==> src/rtl/datapath_sequencer_pkg.sv <==
// rtl/datapath_sequencer_pkg.sv - shared constants for the datapath sequencer
package datapath_sequencer_pkg;

  localparam int DW_DEFAULT = 4;
  localparam int AW_DEFAULT = 2;
  localparam int FS_W       = 4;

  typedef logic [1:0] state_t;

  localparam state_t IDLE = 2'd0;
  localparam state_t EXEC = 2'd1;
  localparam state_t WB   = 2'd2;

  // Function-unit select codes shared with benches and assemblers
  localparam logic [FS_W-1:0] FS_PASS_A = 4'b0000;
  localparam logic [FS_W-1:0] FS_INC    = 4'b0001;
  localparam logic [FS_W-1:0] FS_ADD    = 4'b0010;
  localparam logic [FS_W-1:0] FS_SUB    = 4'b0101;
  localparam logic [FS_W-1:0] FS_AND    = 4'b1000;
  localparam logic [FS_W-1:0] FS_OR     = 4'b1010;
  localparam logic [FS_W-1:0] FS_XOR    = 4'b1100;

endpackage

==> src/rtl/datapath_sequencer_if.sv <==
// rtl/datapath_sequencer_if.sv - instruction channel between initiator and sequencer
interface datapath_sequencer_if
  import datapath_sequencer_pkg::*;
#(
  parameter int DW = DW_DEFAULT,
  parameter int AW = AW_DEFAULT
);
  logic            InstValid;
  logic            InstReady;
  logic            InstImm;
  logic [FS_W-1:0] InstFS;
  logic [AW-1:0]   InstRd;
  logic [AW-1:0]   InstRa;
  logic [AW-1:0]   InstRb;
  logic [DW-1:0]   ImmData;

  modport master (
    output InstValid, InstImm, InstFS, InstRd, InstRa, InstRb, ImmData,
    input  InstReady
  );

  modport slave (
    input  InstValid, InstImm, InstFS, InstRd, InstRa, InstRb, ImmData,
    output InstReady
  );
endinterface

==> src/rtl/datapath_sequencer_reg_file.sv <==
// rtl/datapath_sequencer_reg_file.sv - 2**AW x DW register file, one write port, three read ports
module datapath_sequencer_reg_file
  import datapath_sequencer_pkg::*;
#(
  parameter int DW = DW_DEFAULT,
  parameter int AW = AW_DEFAULT
) (
  input  logic          clk,
  input  logic          rst,
  input  logic          we,
  input  logic [AW-1:0] wa,
  input  logic [DW-1:0] wd,
  input  logic [AW-1:0] ra,
  input  logic [AW-1:0] rb,
  output logic [DW-1:0] ra_data,
  output logic [DW-1:0] rb_data,
  input  logic [AW-1:0] dbg_addr,
  output logic [DW-1:0] dbg_data
);

  localparam int NREG = 1 << AW;

  logic [DW-1:0] regs [NREG];

  always_ff @(posedge clk) begin
    if (rst) begin
      for (int i = 0; i < NREG; i++) begin
        regs[i] <= '0;
      end
    end else if (we) begin
      regs[wa] <= wd;
    end
  end

  assign ra_data  = regs[ra];
  assign rb_data  = regs[rb];
  assign dbg_data = regs[dbg_addr];

endmodule

==> src/rtl/datapath_sequencer.sv <==
// rtl/datapath_sequencer.sv - issues one instruction at a time to the function unit and writes back
module datapath_sequencer
  import datapath_sequencer_pkg::*;
#(
  parameter int DW = DW_DEFAULT,
  parameter int AW = AW_DEFAULT
) (
  input  logic                clk,
  input  logic                rst,
  datapath_sequencer_if.slave inst,
  output logic [DW-1:0]       Adata,
  output logic [DW-1:0]       Bdata,
  output logic [FS_W-1:0]     FS,
  input  logic [DW-1:0]       Fout,
  output logic                Done,
  output logic                Zero,
  input  logic [AW-1:0]       DbgAddr,
  output logic [DW-1:0]       DbgData
);

  state_t          state;
  logic [FS_W-1:0] fs_q;
  logic [AW-1:0]   rd_q;
  logic [AW-1:0]   ra_q;
  logic [AW-1:0]   rb_q;
  logic [DW-1:0]   result_q;
  logic [DW-1:0]   ra_data;
  logic [DW-1:0]   rb_data;
  logic            accept;
  logic            exec_active;
  logic            wb_active;

  // Gating with rst keeps the bus quiet and suppresses writeback while reset is held
  assign inst.InstReady = (state == IDLE) && !rst;
  assign accept         = inst.InstValid && inst.InstReady;
  assign exec_active    = (state == EXEC) && !rst;
  assign wb_active      = (state == WB) && !rst;

  always_ff @(posedge clk) begin
    if (rst) begin
      state    <= IDLE;
      fs_q     <= '0;
      rd_q     <= '0;
      ra_q     <= '0;
      rb_q     <= '0;
      result_q <= '0;
      Zero     <= 1'b0;
    end else begin
      case (state)
        IDLE: begin
          if (accept) begin
            fs_q <= inst.InstFS;
            rd_q <= inst.InstRd;
            ra_q <= inst.InstRa;
            rb_q <= inst.InstRb;
            if (inst.InstImm) begin
              result_q <= inst.ImmData;
              state    <= WB;
            end else begin
              state    <= EXEC;
            end
          end
        end
        EXEC: begin
          result_q <= Fout;
          state    <= WB;
        end
        WB: begin
          Zero  <= (result_q == '0);
          state <= IDLE;
        end
        default: state <= IDLE;
      endcase
    end
  end

  assign Adata = exec_active ? ra_data : '0;
  assign Bdata = exec_active ? rb_data : '0;
  assign FS    = exec_active ? fs_q : '0;
  assign Done  = wb_active;

  datapath_sequencer_reg_file #(
    .DW(DW),
    .AW(AW)
  ) u_reg_file (
    .clk      (clk),
    .rst      (rst),
    .we       (wb_active),
    .wa       (rd_q),
    .wd       (result_q),
    .ra       (ra_q),
    .rb       (rb_q),
    .ra_data  (ra_data),
    .rb_data  (rb_data),
    .dbg_addr (DbgAddr),
    .dbg_data (DbgData)
  );

endmodule

==> src/flat_wrapper.sv <==
// flat-port wrapper written by rule: the top's interface ports become plain ports
module datapath_sequencer_flat import datapath_sequencer_pkg::*;
#(
  parameter int DW = DW_DEFAULT,
  parameter int AW = AW_DEFAULT
)
  (clk, rst, Adata, Bdata, FS, Fout, Done, Zero, DbgAddr, DbgData, inst_InstValid, inst_InstImm, inst_InstFS, inst_InstRd, inst_InstRa, inst_InstRb, inst_ImmData, inst_InstReady);
  datapath_sequencer_if #(.DW(DW), .AW(AW)) inst_i ();
  input  logic clk;
  input  logic rst;
  output logic [DW-1:0] Adata;
  output logic [DW-1:0] Bdata;
  output logic [FS_W-1:0] FS;
  input  logic [DW-1:0] Fout;
  output logic Done;
  output logic Zero;
  input  logic [AW-1:0] DbgAddr;
  output logic [DW-1:0] DbgData;
  input wire logic [$bits(inst_i.InstValid)-1:0] inst_InstValid;
  input wire logic [$bits(inst_i.InstImm)-1:0] inst_InstImm;
  input wire logic [$bits(inst_i.InstFS)-1:0] inst_InstFS;
  input wire logic [$bits(inst_i.InstRd)-1:0] inst_InstRd;
  input wire logic [$bits(inst_i.InstRa)-1:0] inst_InstRa;
  input wire logic [$bits(inst_i.InstRb)-1:0] inst_InstRb;
  input wire logic [$bits(inst_i.ImmData)-1:0] inst_ImmData;
  output wire logic [$bits(inst_i.InstReady)-1:0] inst_InstReady;
  assign inst_i.InstValid = inst_InstValid;
  assign inst_i.InstImm = inst_InstImm;
  assign inst_i.InstFS = inst_InstFS;
  assign inst_i.InstRd = inst_InstRd;
  assign inst_i.InstRa = inst_InstRa;
  assign inst_i.InstRb = inst_InstRb;
  assign inst_i.ImmData = inst_ImmData;
  assign inst_InstReady = inst_i.InstReady;
  datapath_sequencer #(.DW(DW), .AW(AW)) u_core (.clk(clk), .rst(rst), .inst(inst_i), .Adata(Adata), .Bdata(Bdata), .FS(FS), .Fout(Fout), .Done(Done), .Zero(Zero), .DbgAddr(DbgAddr), .DbgData(DbgData));
endmodule
==> config.mk <==
export PLATFORM = sky130hd
export DESIGN_NAME = datapath_sequencer_flat
export DESIGN_NICKNAME = d
export VERILOG_FILES = /design/src/rtl/datapath_sequencer_pkg.sv /design/src/rtl/datapath_sequencer_if.sv /design/src/rtl/datapath_sequencer_reg_file.sv /design/src/rtl/datapath_sequencer.sv /design/src/flat_wrapper.sv
export SDC_FILE = /design/constraint.sdc
export NUM_CORES = 1
export LEC_CHECK = 0
export CAP_MARGIN = 5
export CORE_MARGIN = 4
export CORE_UTILIZATION = 35
export CTS_CLUSTER_SIZE = 16
export DETAILED_ROUTE_END_ITERATION = 10
export PLACE_DENSITY = 0.64
export SYNTH_ARGS = -nofsm -noshare
export SYNTH_HDL_FRONTEND = slang
export SYNTH_SLANG_ARGS = --single-unit
export TNS_END_PERCENT = 5
==> constraint.sdc <==
create_clock -name clk -period 1.6 [get_ports clk]
set_clock_uncertainty 0.2 [all_clocks]
set_input_delay 0.24 -clock clk [delete_from_list [all_inputs] [get_ports clk]]
set_output_delay 0.24 -clock clk [all_outputs]
set_load 0.05 [all_outputs]
==> summary.md <==
| Metric | Value |
|---|---|
| Max incr delay on CP | 0.49 ns |
| Element type at the critical path end | primary output |
| Cell area after placement | 2590 µm² |
| Cts bufs inserted | 5 |
| Vias per std cell | 5.07 |
| Asr flop ratio synth | 0 |
| Worst setup margin | -0.377 ns |
| CTS clock-pin slew for the worst setup and hold paths | 0.07 ns |
| DIE HEIGHT | 79.5 µm |
| Final Cell Area | 2740 µm² |
| Area Growth Syn to Fin | 53.1% |
| Worst Max-Slew Pin Slew | 0.349 ns |
| Status | finished with violations |
| Dpl hpwl | 3300 µm |
| Average cell area after synthesis | 11.8 µm² |
| Hold slack | 0.256 ns |
| I/O Buffers | 42 |
| Die area | 6320 µm² |
| Synth cell types | 27 |
| Post-CTS Setup Inserts | 0 |
| Prevailing post-synth register cell | dfxtp_1 |
| Tmin final | 1.98 ns |
| Synthesis Warnings | 0 |
| Peak VDD IR | 344 µV |
| Net Count, Synth | 175 |
| Setup TNS | -4.56 ns |
| First-pass GRT wire length | 6670 µm |
| Nets | 233 |
| Routed len/inst | 14.9 µm |
| Vias in the first global route | 1500 |
| CP Cell Sequence | mux4_2 > and3_4 > buf_12 |
| Core Box Area | 4850 µm² |
| Fin. Hold Viols | 0 |
| Total wire length | 4130 µm |
| Clock root cell | clkbuf_8 |
| DR iter-0 viols | 63 |
| CTS tree | yes |
| Hold crit path type | reg -> reg |
| Final period util | 1.24 |
| Max Root-Sink Buffers | 2 |
| Clk_lat worst skew | 0.28 ns |
| Placer Congestion | 0.884 |
| F_max | 0.506 GHz |
| DRC viols | 0 |
| Cell taking the most area after synthesis | edfxtp_1 |
| Slowest CP cell | mux4_2 |
| Antenna Nets Post-Route | 0 |
| Die span in x | 79.5 µm |
| # IOs | 43 |
| EDFF count, synth | 16 |
| Critical Path RT | 1.16 ns |
| RSZ-0062 raised after global routing | true |
| Synth Cell Area | 1790 µm² |
| Failing checks | setup timing |
| Sequential area share after synthesis | 0.504 |
| Dpl ws | -0.499 ns |
| Leak Pwr | 1.02 nW |
| Post-synthesis register bit count | 37 |
| Largest cells by area after synthesis | edfxtp_1 27%, dfxtp_1 24%, mux4_2 15% |
| P per Cell Area | 756 nW/µm² |
| Initial Util | 0.369 |
| Site Rows | 25 |
| Worst-path maximum fanout | 3 |
| Crit Path Class | reg -> out |
| Vias post-DR | 1405 |
| Max-cap violation count | 0 |
| Yosys top cell area share | 0.269 |
| Largest net degree at the start of global routing | 12 |
| WP data arrival | 1.54 ns |
| Synth Instances | 151 |
| Max-slew violations | 0 |
| Finish-stage setup viols | 26 |
| Startpoint Class | flop |
| Gr ovfl total | 0 |
| Initial antenna violation count | 0 |
| Crit-path leading delay family | multiplexers |
| Worst slew margin relative to its limit | 0.767 |
| Layout cells sized above 1 | 0.410 |
| Iteration count of the initial detailed-routing pass | 4 |
| GRT Overall Usage | 0.137 |
| CTS Hold Bufs | 0 |
| Worst Path Buf+Inv | 1 |
| Clock sinks | 37 |
| H-tree depth | 2 |
| Diode count | 0 |
## per-layer routing
| metal | track usage | part of all wire | up-vias |
|---|---|---|---|
| met5 | 0 | 0 | - |
| met4 | 0.0636 | 0.018 | 0 |
| met3 | 0.0372 | 0.060 | 8 |
| met2 | 0.260 | 0.53 | 58 |
| met1 | 0.138 | 0.39 | 660 |
| li1 | - | - | 679 |
## placed cells by master (no fill, tap or decap), drive strengths merged
cell type and count:
a21o 1, a21oi 10, a31o 1, and2 17
and3 12, buf 35, clkbuf 6, clkdlybuf4s50 21
clkinv 2, dfxtp 21, dlygate4sd2 2, edfxtp 16
inv 1, mux2i 1, mux4 12, nand2 20
nand3 1, nor2 3, nor2b 5, nor3 6
nor3b 6, nor4 1, nor4b 1, o221a 4
or2 3, or3b 1, or4b 1
## final timing paths
kind              depth (start not counted)                         start                      endpoint  slack [ns]
setup / recovery                          3  u_core.u_reg_file.regs[3][0]                      Bdata[0]       -0.38
hold / removal                            2                u_core.fs_q[1]                u_core.fs_q[1]        0.26
setup reg to reg                          3               u_core.state[1]  u_core.u_reg_file.regs[2][2]       -0.03
hold reg to reg                           2                u_core.fs_q[1]                u_core.fs_q[1]        0.26
## power by group
group	switching [mW]	internal (mW)
combinational	0.170	0.211
clock	0.305	0.301
sequential	0.0540	1.03
## cell type report
class,instances,area (µm²)
clock buffers,6,72.6
clock inverters,2,10.0
fillers,406,2110
inverters,1,3.75
multi-input cells,106,946
flip-flops and latches,37,913
well taps,67,83.8
repair buffers,58,708
## synthesized netlist by cell type, drive strengths merged (3+ instances only)
library cell and number:
nor2 3, clkbuf 4, nor3 6, edfxtp 16, and2 17, nand2 20, mux4 12, o221a 4
dfxtp 21, and3 12, nor2b 5, or2 3, buf 3, a21oi 10, nor3b 6
## tightest hold or removal path, stage by stage, from the launching register on
cell and delay (ns):
dfxtp_1 0.31, nand2_1 0.05, a21oi_1 0.05
## metrics by stage
stage / cells / utilization / power, mW
floorplan: 151 / - / 1.29
global placement: 269 / 0.535 / 1.46
detailed placement: 269 / 0.535 / 1.47
CTS: 277 / 0.561 / 2.09
global route: 277 / 0.565 / 2.15
finish: 277 / 0.565 / 2.07
## kinds of logic after synthesis
group	synth area share
DFF	0.504
muxes	0.157
AOI/OAI and AO/OA	0.0623
buffers and inverters	0.0175
and+or+nand+nor	0.260
## timing repair
item | CTS | global route
setup endpoints to repair | 64 | 47
pin swaps | 9 | 1
gates resized for setup | 18 | 5
No activity file was read; power rests on OpenSTA's default activity.
==> variant 1 (config.mk and constraints unchanged) <==
Change the package constant `DW_DEFAULT` from 4 to 5.
--- a/src/rtl/datapath_sequencer_pkg.sv
+++ b/src/rtl/datapath_sequencer_pkg.sv
@@ -1,7 +1,7 @@
 // rtl/datapath_sequencer_pkg.sv - shared constants for the datapath sequencer
 package datapath_sequencer_pkg;
 
-  localparam int DW_DEFAULT = 4;
+  localparam int DW_DEFAULT = 5;
   localparam int AW_DEFAULT = 2;
   localparam int FS_W       = 4;
 
Interface: changed (5 resized); port bits go from 43 to 48. No check against the original RTL was run, so the function may have changed too.
==> variant 1 against the original RTL <==
Design area is 18% higher. Total power increased by 13%. The flow still finishes with violations (setup timing). Clock power is 5.1% higher. Count of clock-buffer cells in the layout down 1. Worst setup slack worse by 52 ps. Critical path type unchanged. Area after synthesis is 18% higher. Routed wire length increased by 13%. Sequential cell count rose by 5. Maximum frequency is 2.6% lower.
==> variant 1: results (changes against the original RTL) <==
{
  "critical_path": {
    "rrSetupSlack": {"value": 30, "unit": "ps", "change": "+60 ps"},
    "path_max_fanout": {"value": 5, "change": "+2"},
    "timing.critical_path.arrival": {"value": 1590, "unit": "ps", "change": "+50 ps"}
  },
  "detailed_routing": {
    "route.detailed.wl_per_inst": {"value": 14.5, "unit": "um", "change": "-2.7%"},
    "drt_iter0_drc": {"value": 35, "change": "-44%"},
    "routed_vias_inst": {"value": 4.93, "change": "-2.7%"}
  },
  "grt": {
    "grt_start_max_net_pins": {"value": 16, "change": "+4"},
    "first_pass_grt_wire_length": {"value": 7.85, "unit": "mm", "change": "+18%"},
    "grt_util_overall": {"value": 0.135, "change": "-0.00278"}
  },
  "yosys": {
    "yosysSeqAreaShare": {"value": 0.493, "change": "-0.0104"},
    "yosys-top-cells-area": "sky130_fd_sc_hd__edfxtp_1, sky130_fd_sc_hd__dfxtp_1, sky130_fd_sc_hd__mux4_2",
    "synth.lib_cells_used.distinct": {"value": 25, "change": "-7.4%"},
    "synth_edf_count": {"value": 20, "change": "+4"},
    "netlist_top_cells_count": "sky130_fd_sc_hd__dfxtp_1, sky130_fd_sc_hd__and2_1, sky130_fd_sc_hd__edfxtp_1, sky130_fd_sc_hd__nand2_1, sky130_fd_sc_hd__mux4_2",
    "synthesis.nets": {"value": 201, "change": "+15%"}
  },
  "outcome": {
    "outcome": "finished with violations",
    "failed_checks": "setup timing"
  },
  "place": {
    "hpwl": {"value": 3.81, "unit": "mm", "change": "+15%"},
    "postPlaceCellArea": {"value": 3030, "unit": "um2", "change": "+17%"},
    "gp_congestion": {"value": 0.778, "change": "-12%"}
  },
  "sta": {
    "setup-violations-final": {"value": 21, "change": "-19%"},
    "final.hold.worst_slack": {"value": 259, "unit": "ps", "change": "+2.78 ps"},
    "max-slew-margin-rel": {"value": 0.808, "change": "+0.0406"},
    "final.setup.tns": {"value": -6770, "unit": "ps", "change": "-2210 ps"},
    "setup_slack": {"value": -429, "unit": "ps", "change": "-52.0 ps"}
  },
  "clock_network": {
    "clkLatencyLatePin_ps": 290
  },
  "finish": {
    "final_nets": {"value": 273, "change": "+17%"},
    "layout_cell_share_with_drive_strength_beyond_1": {"value": 0.431, "change": "+0.0219"}
  },
  "power": {
    "leakage_power": {"value": 1.22, "unit": "nW", "change": "+19%"}
  }
}
## variant 1: cell types whose count changed in the layout (fill, tap and decap cells not counted), moves of 3 or more
cell / unedited run / this run
sky130_fd_sc_hd__mux4_2: 12 / 15
sky130_fd_sc_hd__and2_1: 17 / 21
sky130_fd_sc_hd__edfxtp_1: 16 / 20
sky130_fd_sc_hd__buf_12: 15 / 19
sky130_fd_sc_hd__clkdlybuf4s50_1: 21 / 24
sky130_fd_sc_hd__buf_4: 12 / 25
## variant 1: per-stage QoR
step                instances   util  worst slack [ps]
floorplan                 175      -              -410
global placement          315  0.515              -390
detailed placement        315  0.515              -413
CTS                       323  0.548              -447
global route              323  0.548              -491
finish                    323  0.548              -429
## variant 1: area by class of cell
class | instances | area (um2)
clock buffer | 5 | 68.8
clock inverter | 3 | 16.3
fill | 506 | 2660
multi-input combinational | 121 | 1090
sequential | 42 | 1050
tap | 75 | 93.8
timing repair buffer | 77 | 907
## variant 1: worst paths after layout
| check | start | endpoint |
|---|---|---|
| setup reg to reg | u_core.state[1]$_SDFFE_PP0P_ | u_core.u_reg_file.regs[0][1]$_SDFFCE_PN0P_ |
| setup / recovery | flip-flop | Bdata[0] |
| hold / removal | u_core.rb_q[0]$_SDFFE_PP0N_ | flip-flop |
| hold reg to reg | u_core.rb_q[0]$_SDFFE_PP0N_ | flip-flop |
## variant 1: metal layers
layer / wire, um / track usage / share of wire / vias up
met3: 213 / 0.0279 / 0.045 / 5
li1: - / - / - / 792
met5: 0 / 0 / 0 / -
met2: 2420 / 0.234 / 0.52 / 40
met4: 61 / 0.0504 / 0.013 / 0
met1: 1990 / 0.164 / 0.42 / 757
## variant 1: cells by family (layout without fill, tap and decap cells)
| kind of cell | count (synthesis) | in the layout | share of synthesized area |
|---|---|---|---|
| AOI/OAI and AO/OA | 18 | 18 | 0.0605 |
| buffers and inverters | 12 | 85 | 0.0314 |
| DFF | 42 | 42 | 0.493 |
| muxes | 15 | 15 | 0.160 |
| and+or+nand+nor | 88 | 88 | 0.254 |
## variant 1: worst max-delay path, stage by stage, from the launching register on
cell                      delay, ps
sky130_fd_sc_hd__dfxtp_2        350
sky130_fd_sc_hd__buf_12         120
sky130_fd_sc_hd__mux4_2         490
sky130_fd_sc_hd__and3_4         200
sky130_fd_sc_hd__buf_12         140
## variant 1: report_power, final
part	switching [mW]	internal (mW)
Combinational	0.201	0.257
Clock	0.340	0.298
Sequential	0.0561	1.18
Total	0.597	1.73
## variant 1: what timing repair did
item / CTS / global route
endpoints found under the setup margin: 55 / 41
resized for setup: 28 / 2
pin swaps: 5 / 4
hold endpoints to repair: 0 / 0
==> variant 2 (config.mk and constraints unchanged) <==
Made on the original files. Put a register stage on the output `DbgData`, with the module's reset. The value now appears one clock later. The other outputs are not delayed to match.
--- a/src/rtl/datapath_sequencer.sv
+++ b/src/rtl/datapath_sequencer.sv
@@ -17,6 +17,8 @@
   input  logic [AW-1:0]       DbgAddr,
   output logic [DW-1:0]       DbgData
 );
+
+  logic [DW-1:0] DbgData_d;
 
   state_t          state;
   logic [FS_W-1:0] fs_q;
@@ -93,8 +95,16 @@
     .ra_data  (ra_data),
     .rb_data  (rb_data),
     .dbg_addr (DbgAddr),
-    .dbg_data (DbgData)
+    .dbg_data (DbgData_d)
   );
+
+  always_ff @(posedge clk) begin
+    if (rst) begin
+      DbgData <= '0;
+    end else begin
+      DbgData <= DbgData_d;
+    end
+  end
 
 endmodule
 
Check against the original RTL: not equivalent (Yosys sat finds a counterexample within 4 cycles, from zero or initial values and one cycle with rst high).
==> variant 2 against the original RTL <==
The run still ends with setup timing left. Routed wire length grew 13%. Sequential cell count grew 4. Total power grew 15%. Utilization grew 0.70 points. Design area grew 8.0%. Worst setup slack lost 19 ps. Area after synthesis grew 6.2%. Largest power group unchanged.
==> variant 2: results (changes against the original RTL) <==
{
  "detailed_routing": {
    "routed-wl-met3": {"value": 270, "unit": "um", "change": "+9.3%"},
    "dr_wl_met2": {"value": 2.44, "unit": "mm", "change": "+12%"},
    "route.detailed.wl_per_inst": {"value": 15.8, "unit": "um", "change": "+5.8%"},
    "routed_vias_inst": {"value": 5.01, "change": "-1.2%"},
    "route.layer.met1.wl": {"value": 1.87, "unit": "mm", "change": "+15%"},
    "drt_iter0_drc": {"value": 98, "change": "+56%"},
    "drt-pass1-iter-count": {"value": 4, "change": "unchanged"},
    "num_vias": {"value": 1478, "change": "+5.2%"}
  },
  "finish": {
    "layout_cell_share_with_drive_strength_beyond_1": {"value": 0.400, "change": "-0.00952"},
    "max_flop_register": "u_core.u_reg_file.regs"
  },
  "place": {
    "postPlaceCellArea": {"value": 2790, "unit": "um2", "change": "+7.7%"},
    "gp_congestion": {"value": 0.854, "change": "-3.4%"},
    "pre_cts_ws": {"value": -522, "unit": "ps", "change": "-23.0 ps"},
    "dp_cells": {"value": 285, "change": "+5.9%"},
    "hpwl": {"value": 3.61, "unit": "mm", "change": "+9.5%"}
  },
  "clock_network": {
    "root_buffer": "sky130_fd_sc_hd__clkbuf_8",
    "cts_resized": {"value": 13, "change": "-5"}
  },
  "yosys": {
    "synthesis.nets": {"value": 184, "change": "+5.1%"},
    "synth_area_per_inst": {"value": 11.9, "unit": "um2", "change": "+0.19%"},
    "netlist_top_cells_count": "sky130_fd_sc_hd__dfxtp_1, sky130_fd_sc_hd__nand2_1, sky130_fd_sc_hd__and2_1",
    "synth.lib_cells_used.distinct": {"value": 28, "change": "+3.7%"}
  },
  "grt": {
    "first_pass_grt_wire_length": {"value": 7.62, "unit": "mm", "change": "+14%"},
    "grt_util_overall": {"value": 0.155, "change": "+0.0175"},
    "grt_start_max_net_pins": {"value": 20, "change": "+8"},
    "first_global_vias": {"value": 1589, "change": "+5.9%"}
  },
  "sta": {
    "setup-violations-final": {"value": 27, "change": "+3.8%"},
    "final.setup.tns": {"value": -4970, "unit": "ps", "change": "-410 ps"},
    "setup_slack": {"value": -396, "unit": "ps", "change": "-18.9 ps"},
    "max-slew-margin-rel": {"value": 0.792, "change": "+0.0244"}
  },
  "hold_path": {
    "holdCritPathClass": "reg2reg"
  },
  "outcome": {
    "outcome": "finished with violations",
    "failed_checks": "setup timing"
  },
  "power": {
    "peakVddDrop": {"value": 0.476, "unit": "mV", "change": "+38%"},
    "leakage_power": {"value": 1.11, "unit": "nW", "change": "+8.7%"}
  }
}
[variant 2: changes by cell type after synthesis, sizes merged]
cell	unedited run	this run
buf	3	4
dfxtp	21	25
nor2b	5	9
[variant 2: worst paths after layout]
kind / from / to / slack, ps / depth (start not counted)
worst min-delay path: u_core.rb_q[0]$_SDFFE_PP0N_ / flip-flop / 250 / 2
worst min register to register: u_core.rb_q[0]$_SDFFE_PP0N_ / flip-flop / 250 / 2
worst max-delay path: u_core.u_reg_file.regs[0][3]$_SDFFCE_PN0P_ / Bdata[3] / -400 / 3
worst max register to register: u_core.state[1]$_SDFFE_PP0P_ / u_core.u_reg_file.regs[1][2]$_SDFFCE_PN0P_ / -60 / 3
[variant 2: metal layers]
layer / global-route usage / up-vias
met4: 0.0681 / 0
met2: 0.274 / 49
met1: 0.174 / 713
met5: 0 / -
li1: - / 710
met3: 0.0428 / 6
[variant 2: logic make-up (layout without fill, tap and decap cells)]
kind of cell    count (synthesis)  in the layout  share of synthesized area
compound gates                 16             16                     0.0587
buf+inv                         9             74                     0.0191
flops                          41             41                      0.517
mux                            13             13                      0.148
simple gates                   81             81                      0.258
[variant 2: final cells by class]
class	count	area, um2
Fill cell	424	2220
Sequential cell	41	992
Multi-Input combinational cell	110	981
Timing Repair Buffer	65	786
Tap cell	70	87.6
Clock buffer	6	72.6
Clock inverter	2	33.8
Inverter	1	3.75
[variant 2: report_power, final]
| group | internal (mW) | switching (mW) | leakage, nW |
|---|---|---|---|
| Combinational | 0.228 | 0.166 | 0.687 |
| Clock | 0.461 | 0.337 | 0.0528 |
| Sequential | 1.13 | 0.0617 | 0.373 |
[variant 2: tightest hold or removal path, cell delays in order, from the launching register on]
cell	delay [ps]
sky130_fd_sc_hd__dfxtp_1	300
sky130_fd_sc_hd__nand2_1	50
sky130_fd_sc_hd__a21oi_1	60
